### src/rtl/pa_ctrl_pkg.sv
// Shared types and constants for the phase-accumulator sweep sequencer.
// Holds the FSM states, config register addresses and width defaults.
package pa_ctrl_pkg;

    localparam int W_DEF  = 16;
    localparam int CW_DEF = 16;

    typedef enum logic [1:0] {
        IDLE,
        LOAD,
        RUN,
        DONE
    } state_t;

    localparam logic [2:0] ADDR_FCW_START  = 3'd0;
    localparam logic [2:0] ADDR_FCW_STEP   = 3'd1;
    localparam logic [2:0] ADDR_STEP_COUNT = 3'd2;
    localparam logic [2:0] ADDR_DWELL      = 3'd3;
    localparam logic [2:0] ADDR_INIT       = 3'd4;

endpackage

### src/rtl/pa_step_timer.sv
// Dwell and step down-counters for the frequency sweep.
// step_tick: dwell expired, more steps remain; last: final dwell expired.
module pa_step_timer
    import pa_ctrl_pkg::*;
#(
    parameter int CW = CW_DEF
) (
    input  logic          clk,
    input  logic          reset,
    input  logic          load,
    input  logic          en,
    input  logic [CW-1:0] dwell_reload,
    input  logic [CW-1:0] step_init,
    output logic          step_tick,
    output logic          last
);

    logic [CW-1:0] dwell_cnt;
    logic [CW-1:0] step_cnt;
    logic          dwell_zero;
    logic          step_zero;

    assign dwell_zero = (dwell_cnt == '0);
    assign step_zero  = (step_cnt == '0);
    assign step_tick  = en && dwell_zero && !step_zero;
    assign last       = en && dwell_zero && step_zero;

    // Count down the dwell; on expiry consume one step and reload the dwell.
    always_ff @(posedge clk or negedge reset) begin
        if (!reset) begin
            dwell_cnt <= '0;
            step_cnt  <= '0;
        end else if (load) begin
            dwell_cnt <= dwell_reload;
            step_cnt  <= step_init;
        end else if (en) begin
            if (!dwell_zero) begin
                dwell_cnt <= dwell_cnt - CW'(1);
            end else if (!step_zero) begin
                step_cnt  <= step_cnt - CW'(1);
                dwell_cnt <= dwell_reload;
            end
        end
    end

endmodule

### src/rtl/pa_sweep_ctrl.sv
// Stepped-frequency sweep sequencer driving the NCO phase accumulator.
// Owns the config bank, the control FSM and the FCW step adder.
module pa_sweep_ctrl
    import pa_ctrl_pkg::*;
#(
    parameter int W  = W_DEF,
    parameter int CW = CW_DEF
) (
    input  logic         clk,
    input  logic         reset,
    input  logic         cfg_we,
    input  logic [2:0]   cfg_addr,
    input  logic [W-1:0] cfg_data,
    input  logic         start,
    input  logic         abort,
    output logic [W-1:0] fcw,
    output logic [W-1:0] init,
    output logic         pa_load_n,
    output logic         wen,
    output logic         busy,
    output logic         done
);

    state_t        state;
    logic [W-1:0]  fcw_start;
    logic [W-1:0]  fcw_step;
    logic [W-1:0]  init_phase;
    logic [CW-1:0] step_count;
    logic [CW-1:0] dwell;
    logic [CW-1:0] dwell_reload;
    logic          step_tick;
    logic          last;

    // A zero dwell behaves as a dwell of one cycle.
    assign dwell_reload = (dwell == '0) ? '0 : dwell - CW'(1);

    pa_step_timer #(
        .CW(CW)
    ) u_timer (
        .clk         (clk),
        .reset       (reset),
        .load        (state == LOAD),
        .en          (state == RUN),
        .dwell_reload(dwell_reload),
        .step_init   (step_count),
        .step_tick   (step_tick),
        .last        (last)
    );

    // Config bank; only writable while idle so a running sweep is stable.
    always_ff @(posedge clk or negedge reset) begin
        if (!reset) begin
            fcw_start  <= '0;
            fcw_step   <= '0;
            step_count <= '0;
            dwell      <= CW'(1);
            init_phase <= '0;
        end else if (cfg_we && state == IDLE) begin
            case (cfg_addr)
                ADDR_FCW_START:  fcw_start  <= cfg_data;
                ADDR_FCW_STEP:   fcw_step   <= cfg_data;
                ADDR_STEP_COUNT: step_count <= CW'(cfg_data);
                ADDR_DWELL:      dwell      <= CW'(cfg_data);
                ADDR_INIT:       init_phase <= cfg_data;
                default:         ;
            endcase
        end
    end

    // Sweep FSM with registered accumulator and host outputs.
    always_ff @(posedge clk or negedge reset) begin
        if (!reset) begin
            state     <= IDLE;
            fcw       <= '0;
            init      <= '0;
            pa_load_n <= 1'b1;
            wen       <= 1'b0;
            busy      <= 1'b0;
            done      <= 1'b0;
        end else begin
            pa_load_n <= 1'b1;
            done      <= 1'b0;
            unique case (state)
                IDLE: begin
                    fcw  <= '0;
                    wen  <= 1'b0;
                    busy <= 1'b0;
                    if (start && !abort) begin
                        state     <= LOAD;
                        pa_load_n <= 1'b0;
                        init      <= init_phase;
                        fcw       <= fcw_start;
                        busy      <= 1'b1;
                    end
                end
                LOAD: begin
                    if (abort) begin
                        state <= IDLE;
                        fcw   <= '0;
                        busy  <= 1'b0;
                    end else begin
                        state <= RUN;
                        wen   <= 1'b1;
                    end
                end
                RUN: begin
                    if (abort) begin
                        state <= IDLE;
                        fcw   <= '0;
                        wen   <= 1'b0;
                        busy  <= 1'b0;
                    end else if (last) begin
                        state <= DONE;
                        fcw   <= '0;
                        wen   <= 1'b0;
                        done  <= 1'b1;
                    end else if (step_tick) begin
                        fcw <= fcw + fcw_step;
                    end
                end
                DONE: begin
                    state <= IDLE;
                    busy  <= 1'b0;
                end
            endcase
        end
    end

endmodule

### config.mk
export PLATFORM = sky130hd
export DESIGN_NAME = pa_sweep_ctrl
export DESIGN_NICKNAME = d
export VERILOG_FILES = /design/src/rtl/pa_ctrl_pkg.sv /design/src/rtl/pa_step_timer.sv /design/src/rtl/pa_sweep_ctrl.sv
export SDC_FILE = /design/constraint.sdc
export NUM_CORES = 1
export LEC_CHECK = 0
export ABC_AREA = 0
export CAP_MARGIN = 20
export CORE_MARGIN = 4
export CORE_UTILIZATION = 40
export CTS_CLUSTER_DIAMETER = 200
export DETAILED_ROUTE_END_ITERATION = 8
export GPL_TIMING_DRIVEN = 0
export PLACE_DENSITY_LB_ADDON = 0.08
export SYNTH_ARGS = -nofsm -noshare
export SYNTH_HDL_FRONTEND = slang
export SYNTH_HIERARCHICAL = 1
export SYNTH_SLANG_ARGS = --single-unit
### constraint.sdc
create_clock -name clk -period 6 [get_ports clk]
set_input_delay 1.2 -clock clk [delete_from_list [all_inputs] [get_ports clk]]
set_output_delay 1.2 -clock clk [all_outputs]
set_load 0.02 [all_outputs]
==> metrics.txt <==
outcome finished, final reports clean; Critical Path Max Stage Delay 510 ps; CTS Buffer Depth 2; worst r2r path cells 13; CTS tree yes; clock-pin transition on the worst setup and hold timing paths 70 ps; Starting Density 41.3%; number of synthesized flops with an enable pin 0; max_cap viols 0; Die Span Y 148 microns; Yosys top cell area share 47.1%; WHS 486 ps; setup repair bufs after CTS 0; P_int 3070 uW; relative slew slack 29.9%; DR vias 6085; PD cells 547 nW/um^2; setup repair after global routing missed its margin no; Clk pwr share 20.1%; Core ar. 19000 sq um; crit-path cells inv_1 > ha_1 > nor4b_4 > nand2_1 > or3_1 > buf_2 > inv_1 > or3b_1 > a21oi_1 > nor2_1 > clkbuf_1 > nor2_1 > a21oi_1; Synth top cells by count dfrtp_1, mux2_2, nor2_1; FF-to-FF setup slack 2060 ps; first-pass GRT wire length 33.6 mm; initial antenna violation count 0; Final setup viols 0; CTS Hold Bufs 0; largest net degree at the start of global routing 89; Cell Area, Placed 8800 sq um; Worst Hold Class reg2reg; Final Cell Area 9360 sq um; Min Clock Period, post-route 3940 ps; area grow syn2layout 19.2%; die width 148 microns; antenna cell count 0; top-count cell post-synth dfrtp_1; worst path bufs/invs 4; Synth area leader dfrtp_1; Core Rows 50; CP Depth 13; clock skew 12.7 ps; Syn Std Cell Area 7860 sq um; Comb pwr share 43.4%; sequential area share after synthesis 47.8%; Pleak 0.00392 uW; Critical Path AT 4290 ps; ranking of synthesized cells by area dfrtp_1, mux2_2, ha_1, nor2_1, nand2_1; layout cells sized above 1 19.5%; Cells after DPL 1050; Yosys warnings 6; Final Util 49.2%; #FFs+latches synth 150; io pins 60; synth unique cells 73; Post-Route WL 21.0 mm; cts bufs inserted 17; Routed WL per cell 19.4 microns; vias in the first global route 6326; Cells after Synth 730; H-tree depth 4; fin crit share 65.6%; post-route ant nets 0; Pins Over Slew Limit 0; Syn Nets 780; type of origin of the critical path register; GRT Residual Overflow 0; crit end category register; # port buffers 59; Worst Tran Pin Value 1040 ps; Synth Flop Type dfrtp_1; crit path max-delay cell type nor2_1; clk_lat worst skew 430 ps; DRC 0; clock sink total 150; die area 21900 sq um; Peak supply drop 0.249 mV; GPL Wtd Cong 0.880; total iterations of the first detailed-routing run 5; Crit Path Max Fanout 11; hold path depth 2; clock root cell clkbuf_16; syn avg cell area 10.8 sq um; final hold violations 0; Layout Cells excl Fill 1082; Switching Share 40.1%; Layout Nets 859; GRT Total Usage 19.5%; Sw Pwr 2060 uW; initial drt markers 228; PostCTS Resize Cnt 0; Via density 5.62; CP Class reg2reg; HPWL Detailed 15.2 mm; CP top delay family simple AND/OR/NAND/NOR gates; Async SR Flop Fraction 100%; Max Freq 0.254 GHz; Seq pwr share 36.5%; Worst Path Required 6360 ps
## cell families after synthesis
logic type	count (synthesis)	synth area share, %
multiplexers	101	14.4
flip-flops	150	47.8
AND/OR/NAND/NOR	236	15.9
XOR/XNOR	25	2.79
AO/OA/AOI/OAI	148	12.5
adder cells (fa/ha/maj)	26	4.24
buffers and inverters	44	2.29
## flip-flops by register name (all words and copies together), names as in the netlist
signal / count
init: 16
dwell: 16
wen: 1
init_phase: 16
u_timer/dwell_cnt: 16
fcw_step: 16
fcw: 16
step_count: 16
done: 1
busy: 1
fcw_start: 16
pa_load_n: 1
state: 2
u_timer/step_cnt: 16
## power by group through the flow
| stage | Sequential (uW) | Combinational [uW] | Clock, uW |
|---|---|---|---|
| 2_1_floorplan | 1890 | 1480 | 0 |
| 3_3_place_gp | 1870 | 2180 | 0 |
| 3_5_place_dp | 1880 | 2220 | 0 |
| 4_1_cts | 1870 | 2230 | 1060 |
| 5_1_grt | 1930 | 2450 | 1100 |
| 6_report | 1870 | 2220 | 1030 |
## worst min-delay path, cell delays in order, from the launching register on
cell and delay [ps]:
dfrtp_1 340, nand2_1 50, o21ai_0 60
## worst paths after layout
check                               from                    to
setup / recovery                state[0]                fcw[7]
setup reg to reg                state[0]                fcw[7]
hold / removal             step_count[2]   u_timer/step_cnt[2]
max in group asynchronous          reset               fcw[15]
min in group asynchronous          reset  u_timer/dwell_cnt[3]
hold reg to reg            step_count[2]   u_timer/step_cnt[2]
## layer usage
layer  track usage (%)  vias up  share of wire [%]
li1                  -     2851                  -
met1              24.3     3066                 43
met2              33.2      128                 50
met3              4.42       40                3.4
met4              7.53        0                3.0
met5                 0        -                  0
## area by class of cell
type,count,area [sq um]
inverter,21,78.8
fill,1768,9650
timing repair buffer,60,619
sequential,150,3760
clock buffer,18,429
buffer,23,101
tap,260,325
multi-input combinational,536,3920
clock inverter,14,134
## through the flow
step / power (uW) / setup slack, ps / setup TNS, ps
4_1_cts: 5160 / 2070 / 0
3_5_place_dp: 4100 / 2170 / 0
5_1_grt: 5490 / 1790 / 0
2_1_floorplan: 3370 / 2990 / 0
6_report: 5120 / 2060 / 0
3_3_place_gp: 4050 / -2350 / -347240
## cells in the final DEF, fill, tap and decap left out, types with 5 or more instances in the layout
cell type,count
inv_6,5
inv_1,21
nor2_1,82
o21ai_0,30
a21o_1,8
clkdlybuf4s50_1,58
dfrtp_1,148
nor4_1,13
ha_1,25
o211ai_1,6
or3_1,11
nand2b_1,5
clkbuf_16,17
nor3_1,13
a221oi_1,8
or4_1,7
xnor2_1,17
a31oi_1,9
mux2_2,96
nand3_1,20
o22ai_1,9
o31ai_1,5
nand2_1,41
buf_2,6
nor2b_1,5
xor2_1,8
clkbuf_1,17
a21oi_1,30
No activity file was read; power rests on OpenSTA's default activity.
